File: config.mk
export PLATFORM = sky130hd
export DESIGN_NAME = pts_tx_ctrl
export DESIGN_NICKNAME = d
export VERILOG_FILES = /design/src/rtl/pts_tx_ctrl.sv
export SDC_FILE = /design/constraint.sdc
export NUM_CORES = 1
export LEC_CHECK = 0
export ABC_AREA = 1
export BUFFER_PORTS_ARGS = -buffer_cell sky130_fd_sc_hd__buf_2
export CORE_MARGIN = 10
export CORE_UTILIZATION = 46
export CTS_CLUSTER_DIAMETER = 60
export DETAILED_ROUTE_END_ITERATION = 16
export GPL_ROUTABILITY_DRIVEN = 1
export GPL_TIMING_DRIVEN = 0
export PLACE_DENSITY = 0.74
export SETUP_SLACK_MARGIN = 0.2
export SLEW_MARGIN = 30
export SYNTH_ARGS = -nofsm -noshare
export SYNTH_HDL_FRONTEND = slang
export SYNTH_SLANG_ARGS = --single-unit
File: constraint.sdc
create_clock -name clk -period 1.2 [get_ports clk]
set_clock_uncertainty 0.1 [all_clocks]
set_input_delay 0.24 -clock clk [delete_from_list [all_inputs] [get_ports clk]]
set_output_delay 0.24 -clock clk [all_outputs]
set_load 0.1 [all_outputs]
File: src/rtl/pts_tx_ctrl.sv
// pts_tx_ctrl
//   Transmit sequencer for a flex_pts_sr shift register used LSB-first
//   (NUM_BITS = FRAME_BITS, SHIFT_MSB = 0). One data word is accepted per
//   valid/ready handshake. It is framed as start(0), data LSB-first, optional
//   even parity, and stop(1). The controller then drives load_enable,
//   shift_enable and parallel_in so that the shifter's serial_out holds each
//   bit for CLKS_PER_BIT clocks.
//
// Handshake: a word transfers in any cycle where tx_valid && tx_ready.
//   tx_ready is high only in IDLE. tx_valid and tx_data are ignored in every
//   other state, so a requester may change them freely while a frame is sent.
//
// Ports
//   clk, n_rst    clock (rising edge), asynchronous active-low reset
//   tx_valid      requester has a word on tx_data
//   tx_data       payload word (DATA_BITS)
//   tx_ready      controller can accept a word this cycle
//   load_enable   shifter: load parallel_in (one cycle per frame)
//   shift_enable  shifter: shift one bit toward serial_out
//   parallel_in   shifter: frame {stop,[parity],data,start}, held between loads
//   busy          frame in progress (state != IDLE)
//   frame_done    one-cycle pulse after the final shift
module pts_tx_ctrl #(
  parameter int DATA_BITS    = 8,
  parameter int CLKS_PER_BIT = 10,
  parameter int PARITY_EN    = 0,
  localparam int FRAME_BITS  = DATA_BITS + 2 + PARITY_EN
) (
  input  logic                  clk,
  input  logic                  n_rst,
  input  logic                  tx_valid,
  input  logic [DATA_BITS-1:0]  tx_data,
  output logic                  tx_ready,
  output logic                  load_enable,
  output logic                  shift_enable,
  output logic [FRAME_BITS-1:0] parallel_in,
  output logic                  busy,
  output logic                  frame_done
);

  localparam int CW = $clog2(CLKS_PER_BIT);
  localparam int BW = $clog2(FRAME_BITS + 1);
  localparam logic [CW-1:0] LAST_CLK = CW'(CLKS_PER_BIT - 1);
  localparam logic [BW-1:0] LAST_BIT = BW'(FRAME_BITS - 1);

  typedef enum logic [1:0] {
    IDLE = 2'd0,
    LOAD = 2'd1,
    SEND = 2'd2,
    DONE = 2'd3
  } state_e;

  state_e                  state_q, state_d;
  logic [FRAME_BITS-1:0]   frame_q, frame_d;
  logic [CW-1:0]           clk_cnt_q, clk_cnt_d;
  logic [BW-1:0]           bit_cnt_q, bit_cnt_d;
  logic [FRAME_BITS-1:0]   new_frame;

  // Frame as the shifter sees it: bit 0 leaves first, so the start bit sits
  // at the bottom and the stop bit at the top.
  generate
    if (PARITY_EN != 0) begin : g_par
      assign new_frame = {1'b1, ^tx_data, tx_data, 1'b0};
    end else begin : g_nopar
      assign new_frame = {1'b1, tx_data, 1'b0};
    end
  endgenerate

  // State register. The frame register resets to all ones to match the
  // shifter's idle-high reset contents.
  always_ff @(posedge clk or negedge n_rst) begin
    if (!n_rst) begin
      state_q   <= IDLE;
      frame_q   <= '1;
      clk_cnt_q <= '0;
      bit_cnt_q <= '0;
    end else begin
      state_q   <= state_d;
      frame_q   <= frame_d;
      clk_cnt_q <= clk_cnt_d;
      bit_cnt_q <= bit_cnt_d;
    end
  end

  // Next-state logic.
  always_comb begin
    state_d   = state_q;
    frame_d   = frame_q;
    clk_cnt_d = clk_cnt_q;
    bit_cnt_d = bit_cnt_q;
    case (state_q)
      IDLE: begin
        if (tx_valid) begin
          frame_d = new_frame;
          state_d = LOAD;
        end
      end
      LOAD: begin
        clk_cnt_d = '0;
        bit_cnt_d = '0;
        state_d   = SEND;
      end
      SEND: begin
        if (clk_cnt_q == LAST_CLK) begin
          // This cycle carries a shift pulse; the FRAME_BITS-th one
          // retires the stop bit and ends the frame.
          clk_cnt_d = '0;
          bit_cnt_d = bit_cnt_q + BW'(1);
          if (bit_cnt_q == LAST_BIT) begin
            state_d = DONE;
          end
        end else begin
          clk_cnt_d = clk_cnt_q + CW'(1);
        end
      end
      DONE: begin
        state_d = IDLE;
      end
      default: begin
        state_d = IDLE;
      end
    endcase
  end

  // Output decode, from registered state and counters only.
  always_comb begin
    tx_ready     = 1'b0;
    load_enable  = 1'b0;
    shift_enable = 1'b0;
    busy         = 1'b1;
    frame_done   = 1'b0;
    parallel_in  = frame_q;
    case (state_q)
      IDLE: begin
        tx_ready = 1'b1;
        busy     = 1'b0;
      end
      LOAD: begin
        load_enable = 1'b1;
      end
      SEND: begin
        shift_enable = (clk_cnt_q == LAST_CLK);
      end
      DONE: begin
        frame_done = 1'b1;
      end
      default: begin
        busy = 1'b1;
      end
    endcase
  end

endmodule

# Word level (Yosys, flattened, before mapping)
# Cells that the tools add are included.
# op_classes
addsub,2
multipliers,0
div_mod_pow,0
magnitude_cmp,0
n_eq_ne,8
shift,0
n_mux,13
bitwise,0
n_reduce_logical,5
# ops
op,count
one-hot mux 4 bit (2 select lines),2
"adder 4 x 1 -> 4 bit, second input constant",2
"equality test 4 bit, second input constant",2
two-way mux 4 bit,2
one-hot mux 2 bit (4 select lines),1
two-way mux 2 bit,3
"!= test 2 bit, second input constant",3
two-way mux 1 bit,5
"equality test 2 bit, second input constant",2
AND reduction 2 bit,2
AND reduction 3 bit,1
"equality test 2 x 1 -> 1 bit, second input constant",1
logical NOT 2 bit,1
nonzero test 2 bit,1
# totals
register_bits,19
latch_bits,0
ramBits,0
romBits,0
input_bits,11
output_inout_bits,15
mem_count,0

# Depth between registers and ports, before layout
# depth
ltp_word,4
depth_mapped,7
ltp_nobuf,7

# Least setup slack after synthesis
# OpenSTA, ideal clock, no wires.
# synth_timing
path_type,register to register
startpoint,reg state_q[0]
endpoint,reg state_q[1]
setup_time_ns,0.117
arrival_time_ns,2.313
required_time_ns,0.983
setup_slack_ns,-1.330
stages_incl_launch_ff,7
n_path_buf,0
period_less_slack_ns,2.530
cell_sequence,dfrtp_1 inv_1 ha_1 inv_2 or2_1 nand4_1 nand2_1
# synth_via
elab_chain_len,3
elab_cells_between_ends,9
classes_between,eq/ne (6); mux (1); reduce/logical (2)
# synth_lines
element,line_no,rtl
from (decl),53,"state_e state_q, state_d;"
from (signal assigned),78,state_q <= state_d;
equality test 2 bit or logical NOT 2 bit (tied branches),91,case (state_q)
!= test 2 bit (no source line),-,
AND reduction 3 bit (no source line),-,
# Several ways; a longest one is shown, not always the timed one.
# A chain may end at the register's enable or synchronous reset.

# Worst setup path after layout
# layout_timing
startpoint,reg state_q[0]
endpoint,out load_enable
# layout_via
elab_chain_len,2
# layout_lines
element,line_no,rtl
equality test 2 x 1 -> 1 bit,133,case (state_q)
two-way mux 1 bit,133,
to (decl),34,"output logic load_enable,"
# No other way between the ends.

==> impl_metrics.csv <==
group,metric,value,unit
floorplanning,die_h,66.5,microns
route,drt_iter0_drc,64,
outcome,violations,"negative setup slack",
clock_network,clk_latency,0.31,ns
clock_network,tritoncts.num_buffers,3,
clock_network,cts_tree,"yes",
critical_path,cp.required,0.86,ns
clock_network,clockBufferDepth,2,
yosys,netlist.area_leader.share,25.2,%
yosys,synthDistinctLibCells,23,
floorplanning,start_util,49.6,%
grt,grt-ovfl-total,0,
route,vias,1016,
cells_and_area,final_cells,187,
placement,hpwl,1.75,mm
cells_and_area,final_core_util,89.0,%
timing,period_share,146,%
cells_and_area,nNetsFinal,178,
timing,final.min_clock_period,1.75,ns
timing,finalMaxSlewViolations,0,
clock_network,cts.htree.levels,1,
placement,numPortBuffers,24,
floorplanning,die_area,4420,sq um
cells_and_area,syn_to_final_growth,79.3,%
timing,fin_ws,-0.551,ns
yosys,synth.avg_cell_area,8.79,sq um
grt,antenna_found_initial,1,
cells_and_area,drive_above_1_share,65.8,%
yosys,yosysTopAreaCell,"dfrtp_1",
clock_network,clock-root-buffer,"clkbuf_4",
cells_and_area,multiInputGateArea,648,sq um
yosys,ys_seq_elements,19,
route,ant_nets,0,
timing,hold_viol_final,0,
yosys,synth_area,993,sq um
floorplanning,num_rows,16,
critical_path,r2r-start,"state_q[0]$_DFFE_PN0P_",
min_path,hp-class,"primary input to flop",
floorplanning,die_w,66.5,microns
timing,fmax,571,MHz
yosys,netlist_instances,113,
cells_and_area,regArea,522,sq um
grt,grt_pass1_wl,5.14,mm
critical_path,r2r-end,"state_q[1]$_DFFE_PN0P_",
cells_and_area,fillers,73,
clock_network,cts_num_sinks,19,
placement,placedCellCount,164,
critical_path,rr_worst_depth,8,
placement,gp_congestion,0.730,
route,vias_per_cell,5.43,
floorplanning,ios,26,
route,drtPass1Iterations,4,
critical_path,crit_end,"load_enable",
route,route.detailed.drc,0,
timing,finalSetupViolations,33,
critical_path,crit_fanout,2,
critical_path,crit_type,"flop to primary output",
yosys,ys_top_cells_by_area,"dfrtp_1 (25%), dfstp_2 (24%), nand2_1 (16%), ha_1 (10%), inv_1 (3.4%)",
critical_path,crit_arrival,1.41,ns
grt,grt_max_degree,20,
timing,rsz0062_at_grt,"yes",
floorplanning,coreArea,2000,sq um
grt,grtUsageTotal,15.4,%
critical_path,startpoint_type,"flop",
job,cap_violations,0,
route,finalWirelength,4.01,mm
critical_path,r2r_slack,-0.45,ns
route,post_drt_wl_per_cell,21.5,microns
yosys,synth_seq_area_share,49.0,%
clock_network,clkTransAtPathRegs,0.12,ns
outcome,status,"finished with violations",
yosys,syn_nets,132,
grt,grt_pass1_vias,1019,
critical_path,timing.critical_path.from,"state_q[0]$_DFFE_PN0P_",
yosys,yosysWarnings,0,
critical_path,endpoint_kind,"primary output",
## layer usage
| metal | GRT usage [%] | up-vias | wire length, microns |
|---|---|---|---|
| met5 | 0 | - | 0 |
| li1 | - | 441 | - |
| met2 | 29.3 | 48 | 2210 |
| met1 | 15.1 | 508 | 1420 |
| met4 | 7.59 | 0 | 241 |
| met3 | 3.51 | 19 | 147 |
## worst max-delay path, stage by stage (launching register included)
cell	delay [ns]
dfrtp_1	0.45
buf_4	0.17
buf_4	0.14
ha_4	0.17
buf_12	0.16
## cell usage in the layout (no fill, tap or decap), drive strengths merged, types with 3 or more instances in the layout
cell type	netlist	routed
nor2	8	8
o21ai	4	4
ha	8	8
dfrtp	10	10
dfstp	9	9
buf	1	39
clkbuf	0	3
nand2	46	47
inv	12	13
nand3	4	4
## state kept, by name (all words and copies together) (netlist names)
name and flops:
parallel_in 9, bit_cnt_q 4, clk_cnt_q 4, state_q 2
## synthesized netlist by cell type
cell type / number
inv_2: 3
nand4_1: 2
clkinv_1: 1
dfrtp_1: 10
nor2_1: 6
inv_1: 9
nand2_4: 1
a21boi_1: 1
xnor2_1: 2
nand3_2: 2
nor2_2: 1
or2_1: 2
ha_1: 8
xor2_1: 2
o21ai_2: 1
nand2_2: 2
nor2_4: 1
buf_4: 1
o21ai_1: 3
nand3_1: 2
conb_1: 1
nand2_1: 43
dfstp_2: 9
## through the flow
| step | TNS [ns] | worst slack (ns) | area (sq um) | hold slack, ns |
|---|---|---|---|---|
| after floorplan | -4.94 | -0.434 | 1080 | -0.156 |
| after global placement | -3.98 | -0.501 | 1230 | 0.0971 |
| after detailed placement | -4.49 | -0.514 | 1230 | 0.104 |
| after CTS | -6.94 | -0.484 | 1630 | 0.0137 |
| after global routing | -10.72 | -0.588 | 1780 | 0.00956 |
| final | -9.55 | -0.551 | 1780 | 0.0262 |
## kinds of logic after synthesis
family,Yosys count,share of synthesized area [%]
other,1,0.377
buffers and inverters,14,5.67
XOR/XNOR,4,3.53
AO/OA/AOI/OAI,5,3.15
AND/OR/NAND/NOR,62,28.2
adder cells (fa/ha/maj),8,10.1
flip-flops,19,49.0
## final cells by class
class                      instances  area share, %
clock buffer                       3           1.26
timing repair inverter             1          0.632
antenna                            2          0.281
inverter                          13           4.42
sequential                        19           29.3
tap                               27           1.90
buffer                             1          0.421
clock inverter                     1          0.281
multi-input combinational         81           36.4
timing repair buffer              39           25.1
## what timing repair did
item	CTS	global route
resized for setup	72	29
pin swaps	11	16
endpoints found under the setup margin	33	33
buffers inserted	10	4
endpoints found under the hold margin	10	0
hold buffers	1	0
gates cloned	0	2
## how the worst min path moves through the flow
| stage | from | end | slack, ns | cells after the start |
|---|---|---|---|---|
| 3_3_place_gp | n_rst | bit_cnt_q[2]$_DFFE_PN0P_ | 0.1 | 1 |
| 2_1_floorplan | n_rst | bit_cnt_q[0]$_DFFE_PN0P_ | -0.16 | 0 |
| 5_1_grt | tx_data[7] | parallel_in[8]$_DFFE_PN1P_ | 0.01 | 3 |
| 6_report | tx_data[7] | parallel_in[8]$_DFFE_PN1P_ | 0.03 | 3 |
| 3_5_place_dp | n_rst | bit_cnt_q[2]$_DFFE_PN0P_ | 0.10 | 1 |
| 4_1_cts | tx_data[6] | parallel_in[7]$_DFFE_PN1P_ | 0.01 | 3 |
Power is left out: the tool's default activity adds up to more than one toggle a clock period on the data nets, which glitch-free logic cannot reach.
